`config.mk`:
```
export PLATFORM = sky130hd
export DESIGN_NAME = dac_soft_mute_flat
export DESIGN_NICKNAME = d
export VERILOG_FILES = /design/src/rtl/dac_soft_mute_pkg.sv /design/src/rtl/dac_soft_mute_if.sv /design/src/rtl/dac_gain_lane.sv /design/src/rtl/dac_soft_mute.sv /design/src/flat_wrapper.sv
export SDC_FILE = /design/constraint.sdc
export NUM_CORES = 2
export LEC_CHECK = 0
export ABC_AREA = 1
export BUFFER_PORTS_ARGS = -buffer_cell sky130_fd_sc_hd__buf_2
export CELL_PAD_IN_SITES_DETAIL_PLACEMENT = 0
export CELL_PAD_IN_SITES_GLOBAL_PLACEMENT = 1
export CORE_UTILIZATION = 50
export DETAILED_ROUTE_END_ITERATION = 8
export PLACE_DENSITY = 0.9
export SYNTH_ARGS = -nofsm -noshare
export SYNTH_HDL_FRONTEND = slang
export SYNTH_SLANG_ARGS = --single-unit
```
`constraint.sdc`:
```
create_clock -name clock -period 7.9 [get_ports clock]
set_input_delay 0.79 -clock clock [delete_from_list [all_inputs] [get_ports clock]]
set_output_delay 0.79 -clock clock [all_outputs]
set_load 0.03 [all_outputs]
```
`src/rtl/dac_soft_mute_pkg.sv`:
```
// dac_soft_mute_pkg: shared types and constants for the DAC soft-mute block.
package dac_soft_mute_pkg;

  typedef enum logic [1:0] {
    MUTED     = 2'd0,
    RAMP_UP   = 2'd1,
    ACTIVE    = 2'd2,
    RAMP_DOWN = 2'd3
  } state_t;

  // Unity gain in unsigned Q1.15.
  localparam logic [15:0] GAIN_UNITY  = 16'h8000;
  // Half an LSB of the Q1.15 product, for round-half-up.
  localparam logic [32:0] ROUND_CONST = 33'h4000;
  localparam int          Q_SHIFT     = 15;

endpackage : dac_soft_mute_pkg

```
`src/rtl/dac_soft_mute_if.sv`:
```
// dac_soft_mute_if: control and sample bus of one soft-mute instance.
// master = upstream core / driver side, slave = dac_soft_mute.
interface dac_soft_mute_if #(
  parameter int SAMPLES_PER_CLK = 8,
  parameter int SAMPLE_WIDTH    = 16,
  parameter int GAIN_WIDTH      = 16
);

  logic                                    enable;
  logic [GAIN_WIDTH-1:0]                   ramp_step;
  logic [SAMPLES_PER_CLK*SAMPLE_WIDTH-1:0] data_in;
  logic                                    data_in_valid;
  logic [SAMPLES_PER_CLK*SAMPLE_WIDTH-1:0] data_out;
  logic                                    data_out_valid;
  logic                                    muted;
  logic                                    active;
  logic                                    ramp_done;

  modport master (
    output enable, ramp_step, data_in, data_in_valid,
    input  data_out, data_out_valid, muted, active, ramp_done
  );

  modport slave (
    input  enable, ramp_step, data_in, data_in_valid,
    output data_out, data_out_valid, muted, active, ramp_done
  );

endinterface : dac_soft_mute_if

```
`src/rtl/dac_gain_lane.sv`:
```
// dac_gain_lane: one sample lane, stage 1 = sample * gain, stage 2 = round,
// shift back to Q0 and force the idle value when the word is not valid.
// Optional: DAC_SOFT_MUTE_OFFSET_BINARY_EN inverts the output MSB (offset binary).
module dac_gain_lane
  import dac_soft_mute_pkg::*;
#(
  parameter int SAMPLE_WIDTH = 16,
  parameter int GAIN_WIDTH   = 16
) (
  input  logic                    clock,
  input  logic                    reset_n,
  input  logic [SAMPLE_WIDTH-1:0] i_sample,
  input  logic [GAIN_WIDTH-1:0]   i_gain,
  input  logic                    i_valid_s1,
  output logic [SAMPLE_WIDTH-1:0] o_sample
);

  localparam int PW = SAMPLE_WIDTH + GAIN_WIDTH + 1;
  localparam logic signed [PW-1:0] ROUND = PW'(ROUND_CONST);

`ifdef DAC_SOFT_MUTE_OFFSET_BINARY_EN
  localparam logic [SAMPLE_WIDTH-1:0] OUT_IDLE = {1'b1, {(SAMPLE_WIDTH-1){1'b0}}};
`else
  localparam logic [SAMPLE_WIDTH-1:0] OUT_IDLE = '0;
`endif

  logic signed [PW-1:0]    w_x_ext;
  logic signed [PW-1:0]    w_g_ext;
  logic signed [PW-1:0]    w_sum;
  logic signed [PW-1:0]    r_prod;
  logic [SAMPLE_WIDTH-1:0] w_y;
  logic [SAMPLE_WIDTH-1:0] w_out;
  logic [SAMPLE_WIDTH-1:0] r_out;

  // Sample sign-extended, gain zero-extended, so the product is a plain signed multiply.
  assign w_x_ext = {{(PW-SAMPLE_WIDTH){i_sample[SAMPLE_WIDTH-1]}}, i_sample};
  assign w_g_ext = {{(PW-GAIN_WIDTH){1'b0}}, i_gain};
  assign w_sum   = r_prod + ROUND;
  // Gain never exceeds unity, so the shifted result always fits the sample width.
  assign w_y     = SAMPLE_WIDTH'(w_sum >>> Q_SHIFT);

`ifdef DAC_SOFT_MUTE_OFFSET_BINARY_EN
  assign w_out = {~w_y[SAMPLE_WIDTH-1], w_y[SAMPLE_WIDTH-2:0]};
`else
  assign w_out = w_y;
`endif

  // Stage 1: register the full-precision product.
  always_ff @(posedge clock or negedge reset_n) begin
    if (!reset_n) begin
      r_prod <= '0;
    end else begin
      r_prod <= w_x_ext * w_g_ext;
    end
  end

  // Stage 2: rounded output, idle value when the word is not valid.
  always_ff @(posedge clock or negedge reset_n) begin
    if (!reset_n) begin
      r_out <= OUT_IDLE;
    end else begin
      r_out <= i_valid_s1 ? w_out : OUT_IDLE;
    end
  end

  assign o_sample = r_out;

endmodule : dac_gain_lane

```
`src/rtl/dac_soft_mute.sv`:
```
// dac_soft_mute: linear soft mute/unmute gain ramp on a parallel DAC sample bus.
// Gain FSM lives here; per-sample multiply/round is in dac_gain_lane.
// Optional: DAC_SOFT_MUTE_OFFSET_BINARY_EN selects offset-binary output samples.
module dac_soft_mute
  import dac_soft_mute_pkg::*;
#(
  parameter int SAMPLES_PER_CLK = 8,
  parameter int SAMPLE_WIDTH    = 16,
  parameter int GAIN_WIDTH      = 16
) (
  input  logic            clock,
  input  logic            reset_n,
  dac_soft_mute_if.slave  bus
);

  localparam logic [GAIN_WIDTH-1:0] UNITY = GAIN_WIDTH'(GAIN_UNITY);

  state_t                                  r_state;
  state_t                                  w_state_nxt;
  logic [GAIN_WIDTH-1:0]                   r_gain;
  logic [GAIN_WIDTH-1:0]                   w_gain_nxt;
  logic [GAIN_WIDTH-1:0]                   w_step_eff;
  logic [GAIN_WIDTH:0]                     w_gain_sum;
  logic                                    w_done_nxt;
  logic                                    r_muted;
  logic                                    r_active;
  logic                                    r_ramp_done;
  logic                                    r_valid_s1;
  logic                                    r_valid_s2;
  logic [SAMPLES_PER_CLK*SAMPLE_WIDTH-1:0] w_data_out;

  // A zero step would never finish a ramp, so it is treated as one LSB.
  assign w_step_eff = (bus.ramp_step == '0) ? GAIN_WIDTH'(1) : bus.ramp_step;
  assign w_gain_sum = {1'b0, r_gain} + {1'b0, w_step_eff};

  // Next state / gain; only valid words advance the ramp.
  always_comb begin
    w_state_nxt = r_state;
    w_gain_nxt  = r_gain;
    w_done_nxt  = 1'b0;
    if (bus.data_in_valid) begin
      case (r_state)
        MUTED: begin
          if (bus.enable) w_state_nxt = RAMP_UP;
        end
        RAMP_UP: begin
          if (!bus.enable) begin
            w_state_nxt = RAMP_DOWN;
          end else if (w_gain_sum >= {1'b0, UNITY}) begin
            w_gain_nxt  = UNITY;
            w_state_nxt = ACTIVE;
            w_done_nxt  = 1'b1;
          end else begin
            w_gain_nxt = w_gain_sum[GAIN_WIDTH-1:0];
          end
        end
        ACTIVE: begin
          if (!bus.enable) w_state_nxt = RAMP_DOWN;
        end
        RAMP_DOWN: begin
          if (bus.enable) begin
            w_state_nxt = RAMP_UP;
          end else if (r_gain <= w_step_eff) begin
            w_gain_nxt  = '0;
            w_state_nxt = MUTED;
            w_done_nxt  = 1'b1;
          end else begin
            w_gain_nxt = r_gain - w_step_eff;
          end
        end
        default: begin
          w_state_nxt = MUTED;
          w_gain_nxt  = '0;
        end
      endcase
    end
  end

  // State, gain and status flags, all registered from the next state.
  always_ff @(posedge clock or negedge reset_n) begin
    if (!reset_n) begin
      r_state     <= MUTED;
      r_gain      <= '0;
      r_muted     <= 1'b1;
      r_active    <= 1'b0;
      r_ramp_done <= 1'b0;
    end else begin
      r_state     <= w_state_nxt;
      r_gain      <= w_gain_nxt;
      r_muted     <= (w_state_nxt == MUTED);
      r_active    <= (w_state_nxt == ACTIVE);
      r_ramp_done <= w_done_nxt;
    end
  end

  // Valid pipeline matching the two datapath stages.
  always_ff @(posedge clock or negedge reset_n) begin
    if (!reset_n) begin
      r_valid_s1 <= 1'b0;
      r_valid_s2 <= 1'b0;
    end else begin
      r_valid_s1 <= bus.data_in_valid;
      r_valid_s2 <= r_valid_s1;
    end
  end

  for (genvar k = 0; k < SAMPLES_PER_CLK; k++) begin : g_lane
    dac_gain_lane #(
      .SAMPLE_WIDTH (SAMPLE_WIDTH),
      .GAIN_WIDTH   (GAIN_WIDTH)
    ) u_lane (
      .clock      (clock),
      .reset_n    (reset_n),
      .i_sample   (bus.data_in[k*SAMPLE_WIDTH +: SAMPLE_WIDTH]),
      .i_gain     (r_gain),
      .i_valid_s1 (r_valid_s1),
      .o_sample   (w_data_out[k*SAMPLE_WIDTH +: SAMPLE_WIDTH])
    );
  end

  assign bus.data_out       = w_data_out;
  assign bus.data_out_valid = r_valid_s2;
  assign bus.muted          = r_muted;
  assign bus.active         = r_active;
  assign bus.ramp_done      = r_ramp_done;

endmodule : dac_soft_mute

```
`src/flat_wrapper.sv`:
```
// flat-port wrapper written by rule: the top's interface ports become plain ports
module dac_soft_mute_flat import dac_soft_mute_pkg::*;
#(
  parameter int SAMPLES_PER_CLK = 8,
  parameter int SAMPLE_WIDTH    = 16,
  parameter int GAIN_WIDTH      = 16
)
  (clock, reset_n, bus_enable, bus_ramp_step, bus_data_in, bus_data_in_valid, bus_data_out, bus_data_out_valid, bus_muted, bus_active, bus_ramp_done);
  dac_soft_mute_if #(.SAMPLES_PER_CLK(SAMPLES_PER_CLK), .SAMPLE_WIDTH(SAMPLE_WIDTH), .GAIN_WIDTH(GAIN_WIDTH)) bus_i ();
  input  logic clock;
  input  logic reset_n;
  input wire logic [$bits(bus_i.enable)-1:0] bus_enable;
  input wire logic [$bits(bus_i.ramp_step)-1:0] bus_ramp_step;
  input wire logic [$bits(bus_i.data_in)-1:0] bus_data_in;
  input wire logic [$bits(bus_i.data_in_valid)-1:0] bus_data_in_valid;
  output wire logic [$bits(bus_i.data_out)-1:0] bus_data_out;
  output wire logic [$bits(bus_i.data_out_valid)-1:0] bus_data_out_valid;
  output wire logic [$bits(bus_i.muted)-1:0] bus_muted;
  output wire logic [$bits(bus_i.active)-1:0] bus_active;
  output wire logic [$bits(bus_i.ramp_done)-1:0] bus_ramp_done;
  assign bus_i.enable = bus_enable;
  assign bus_i.ramp_step = bus_ramp_step;
  assign bus_i.data_in = bus_data_in;
  assign bus_i.data_in_valid = bus_data_in_valid;
  assign bus_data_out = bus_i.data_out;
  assign bus_data_out_valid = bus_i.data_out_valid;
  assign bus_muted = bus_i.muted;
  assign bus_active = bus_i.active;
  assign bus_ramp_done = bus_i.ramp_done;
  dac_soft_mute #(.SAMPLES_PER_CLK(SAMPLES_PER_CLK), .SAMPLE_WIDTH(SAMPLE_WIDTH), .GAIN_WIDTH(GAIN_WIDTH)) u_core (.clock(clock), .reset_n(reset_n), .bus(bus_i));
endmodule
```
==> metrics.md <==
| Metric | Value |
|---|---|
| Mapped Area | 0.08325 mm² |
| CTS tree | yes |
| Type of origin of the critical path | flop |
| Post-synth ARST share | 100.0% |
| Crit path time final | between 6 and 7 ns |
| Worst Path Max Fanout | 58 |
| Delay-heaviest family, CP | adder cells |
| Post-route DRC | 24 |
| Endpoints failing hold | 0 |
| Die width | 410.1 µm |
| CP max stage cell | dfrtp_4 |
| Max transition margin | a little over a fifth |
| RSZ-0062 raised after global routing | false |
| Total track usage | 28.38% |
| Initial antenna violation count | 33 |
| Postcts setup bufs | 0 |
| Most frequent cells in the layout | inv_1 (3,239), nand2_1 (2,639), fa_1 (1,546) |
| TritonCTS Buffers | 40 |
| Post-DR wirelength/cell | about 18 µm |
| Crit. End Element | flop |
| Critical path arrival | 7.10 ns |
| Drt first pass iters | 8 |
| Area Overhead vs Synth | 5.568% |
| H-tree depth | 2 |
| Post-synth EDFFs | 0 |
| Buf+Inv Stages, Crit Path | 7 |
| Filler instances | 15,942 |
| Seq cells post-synth | approximately 290 |
| Maxcap violations | 0 |
| Post-DRT Antenna Nets | 0 |
| Root Buffer | clkbuf_16 |
| 1st-iter DRT viols | between 4,000 and 5,000 |
| Detail Placement HPWL | 183,100 µm |
| Post-synthesis sequential area ratio | 8.628% |
| Ys Warns | 0 |
| Hold Crit Class | in -> reg |
| Worst path max stage delay | 1.06 ns |
| Commonest non-fill, non-tap cell in the layout | inv_1 |
| Clk slew on worst S/H paths | about 0.07 ns |
| Fin nets | 13,402 |
| Height of the die | 410.1 µm |
| CTS Sinks | approximately 290 |
| Number of global-route vias before repair | 71,840 |
| Req. time, crit path | 8.43 ns |
| Peak Freq | 152.1 MHz |
| Fin. max-slew vios | 0 |
| Top_reg_cell synth | dfrtp_1 |
| Worst Tran Pin Value | 1.180 ns |
| Vias per cell | 5.141 |
| GRT overflow | 0 |
| Clk Latency, worst-skew pair | around 0.66 ns |
| Port bufs | 279 |
| Final worst-path cycle share | about 83% |
| Crit Path Category | reg -> reg |
| Setup Skew | 0.03496 ns |
| Post-Syn Nets | 13,499 |
| Max clock buf depth | 3 |
| Largest net degree at the start of global routing | roughly 110 |
| Final setup TNS | 0 ns |
| Core ar. | 0.1652 mm² |
| Routability cong. | 0.9377 |
| DRT Wirelength | 230,400 µm |
| Fraction of layout cells with a size suffix above 1 | 4.679% |
| Violated checks | DRC |
| Crit-path cells | buf_4 -> nand2_1 -> inv_1 -> fa_1 -> inv_1 -> fa_1 -> fa_1 -> inv_1 -> fa_1 -> fa_1 -> inv_1 -> fa_1 -> inv_1 -> ha_1 -> nand2_1 -> nor2_1 -> inv_1 -> o21ai_0 -> a31o_2 -> nand2_1 -> nand2_1 -> xor2_1 |
| Row count | 149 |
| Unique masters post-synth | a little over 60 |
| Avg Cell Area, Syn | 7.637 µm² |
| Initial Util | around half |
| First-pass GRT wire length | 379,600 µm |
| Cell count after synthesis | 10,901 |
| # setup viols final | 0 |
| Die Footprint | ~0.17 mm² |
| Status | finished, violations left |
| # IOs | between 200 and 300 |
| Via count | 67,018 |
## flip-flops by register name (all words and copies together), names as in the netlist
name and cells:
u_core.bus.active 1, u_core.bus.data_out_valid 1, u_core.bus.muted 1, u_core.bus.ramp_done 1, u_core.g_lane.u_lane.o_sample 128, u_core.g_lane.u_lane.r_prod 136, u_core.r_gain 16, u_core.r_state 2
u_core.r_valid_s1 1
## final timing paths
check | slack (ns) | startpoint | cells after the start | endpoint
min | 0.31 | bus_data_in_valid | 1 | u_core.r_valid_s1
min in group asynchronous | 0.62 | reset_n | 2 | u_core.g_lane[2].u_lane.o_sample[7]
min reg2reg | 0.52 | u_core.g_lane[4].u_lane.r_prod[30] | 2 | u_core.g_lane[4].u_lane.o_sample[15]
max | 1.33 | u_core.r_gain[7] | 22 | u_core.g_lane[6].u_lane.r_prod[18]
max reg2reg | 1.33 | u_core.r_gain[7] | 22 | u_core.g_lane[6].u_lane.r_prod[18]
max in group asynchronous | 5.69 | reset_n | 4 | u_core.g_lane[4].u_lane.r_prod[20]
## metrics by stage
stage	hold slack, ns	worst slack (ns)	instance area [µm²]	instances	util [%]
2_1_floorplan	0.4146	1.938	83250	10901	-
3_3_place_gp	0.4890	1.490	86310	12950	52.25
3_5_place_dp	0.4951	1.440	86310	12950	52.25
4_1_cts	0.2605	1.411	87860	13025	53.19
5_1_grt	0.2820	1.064	87880	13030	53.20
6_report	0.3074	1.326	87890	13035	53.21
## timing repair
item,4_1_cts,5_1_grt
hold endpoints to repair,29,0
hold buffers,1,0
gates resized for setup,0,0
## final cells by class
cell class / instances / area (µm²) / area share [%]
Timing Repair Buffer: 357 / 2182 / 2.483
Clock buffer: 47 / 1077 / 1.226
Clock inverter: 27 / 469.2 / 0.5339
Antenna cell: 10 / 25.02 / 0.02847
Inverter: 3258 / 12230 / 13.91
Tap cell: 2189 / 2739 / 3.116
Sequential cell: 287 / 7247 / 8.246
Multi-Input combinational cell: 6860 / 61920 / 70.45
## cells in the mapped netlist, types with 39 or more instances
master    instances  share of area (%)
clkbuf_1        459                2.1
nor3_1           99               0.60
xnor2_1          63               0.66
nand4_1          42               0.32
nand2_1        2639                 12
xor2_1          115                1.2
nor2_1          428                1.9
nand3_1         166                1.0
o21ai_0         211                1.3
inv_1          3239                 15
a31oi_1          39               0.29
dfrtp_1         286                8.6
ha_1            904                 14
fa_1           1546                 37
a21oi_1         376                2.3
## routing by layer
layer / routed length, µm / up-vias / global-route usage [%] / share of wire [%]
met5: 162 / - / 0 / 0.070
met3: 16070 / 465 / 4.111 / 7.0
met2: 112000 / 2136 / 48.68 / 49
met1: 93590 / 33252 / 36.51 / 41
li1: - / 31139 / - / -
met4: 8547 / 26 / 9.843 / 3.7
## cell families (layout without fill, tap and decap cells)
kind of cell    after synthesis  after routing  synth area share (%)
flops                       287            287                 8.628
other cells                   0             10                     0
fa+ha+maj                  2450           2450                 50.76
compound gates              771            771                 5.230
buf+inv                    3754           3689                 17.00
simple gates               3461           3461                 16.51
xor+xnor                    178            178                 1.873
Power is not shown: default switching activity piles up to over one toggle a cycle in this logic, so the estimate is an artifact.
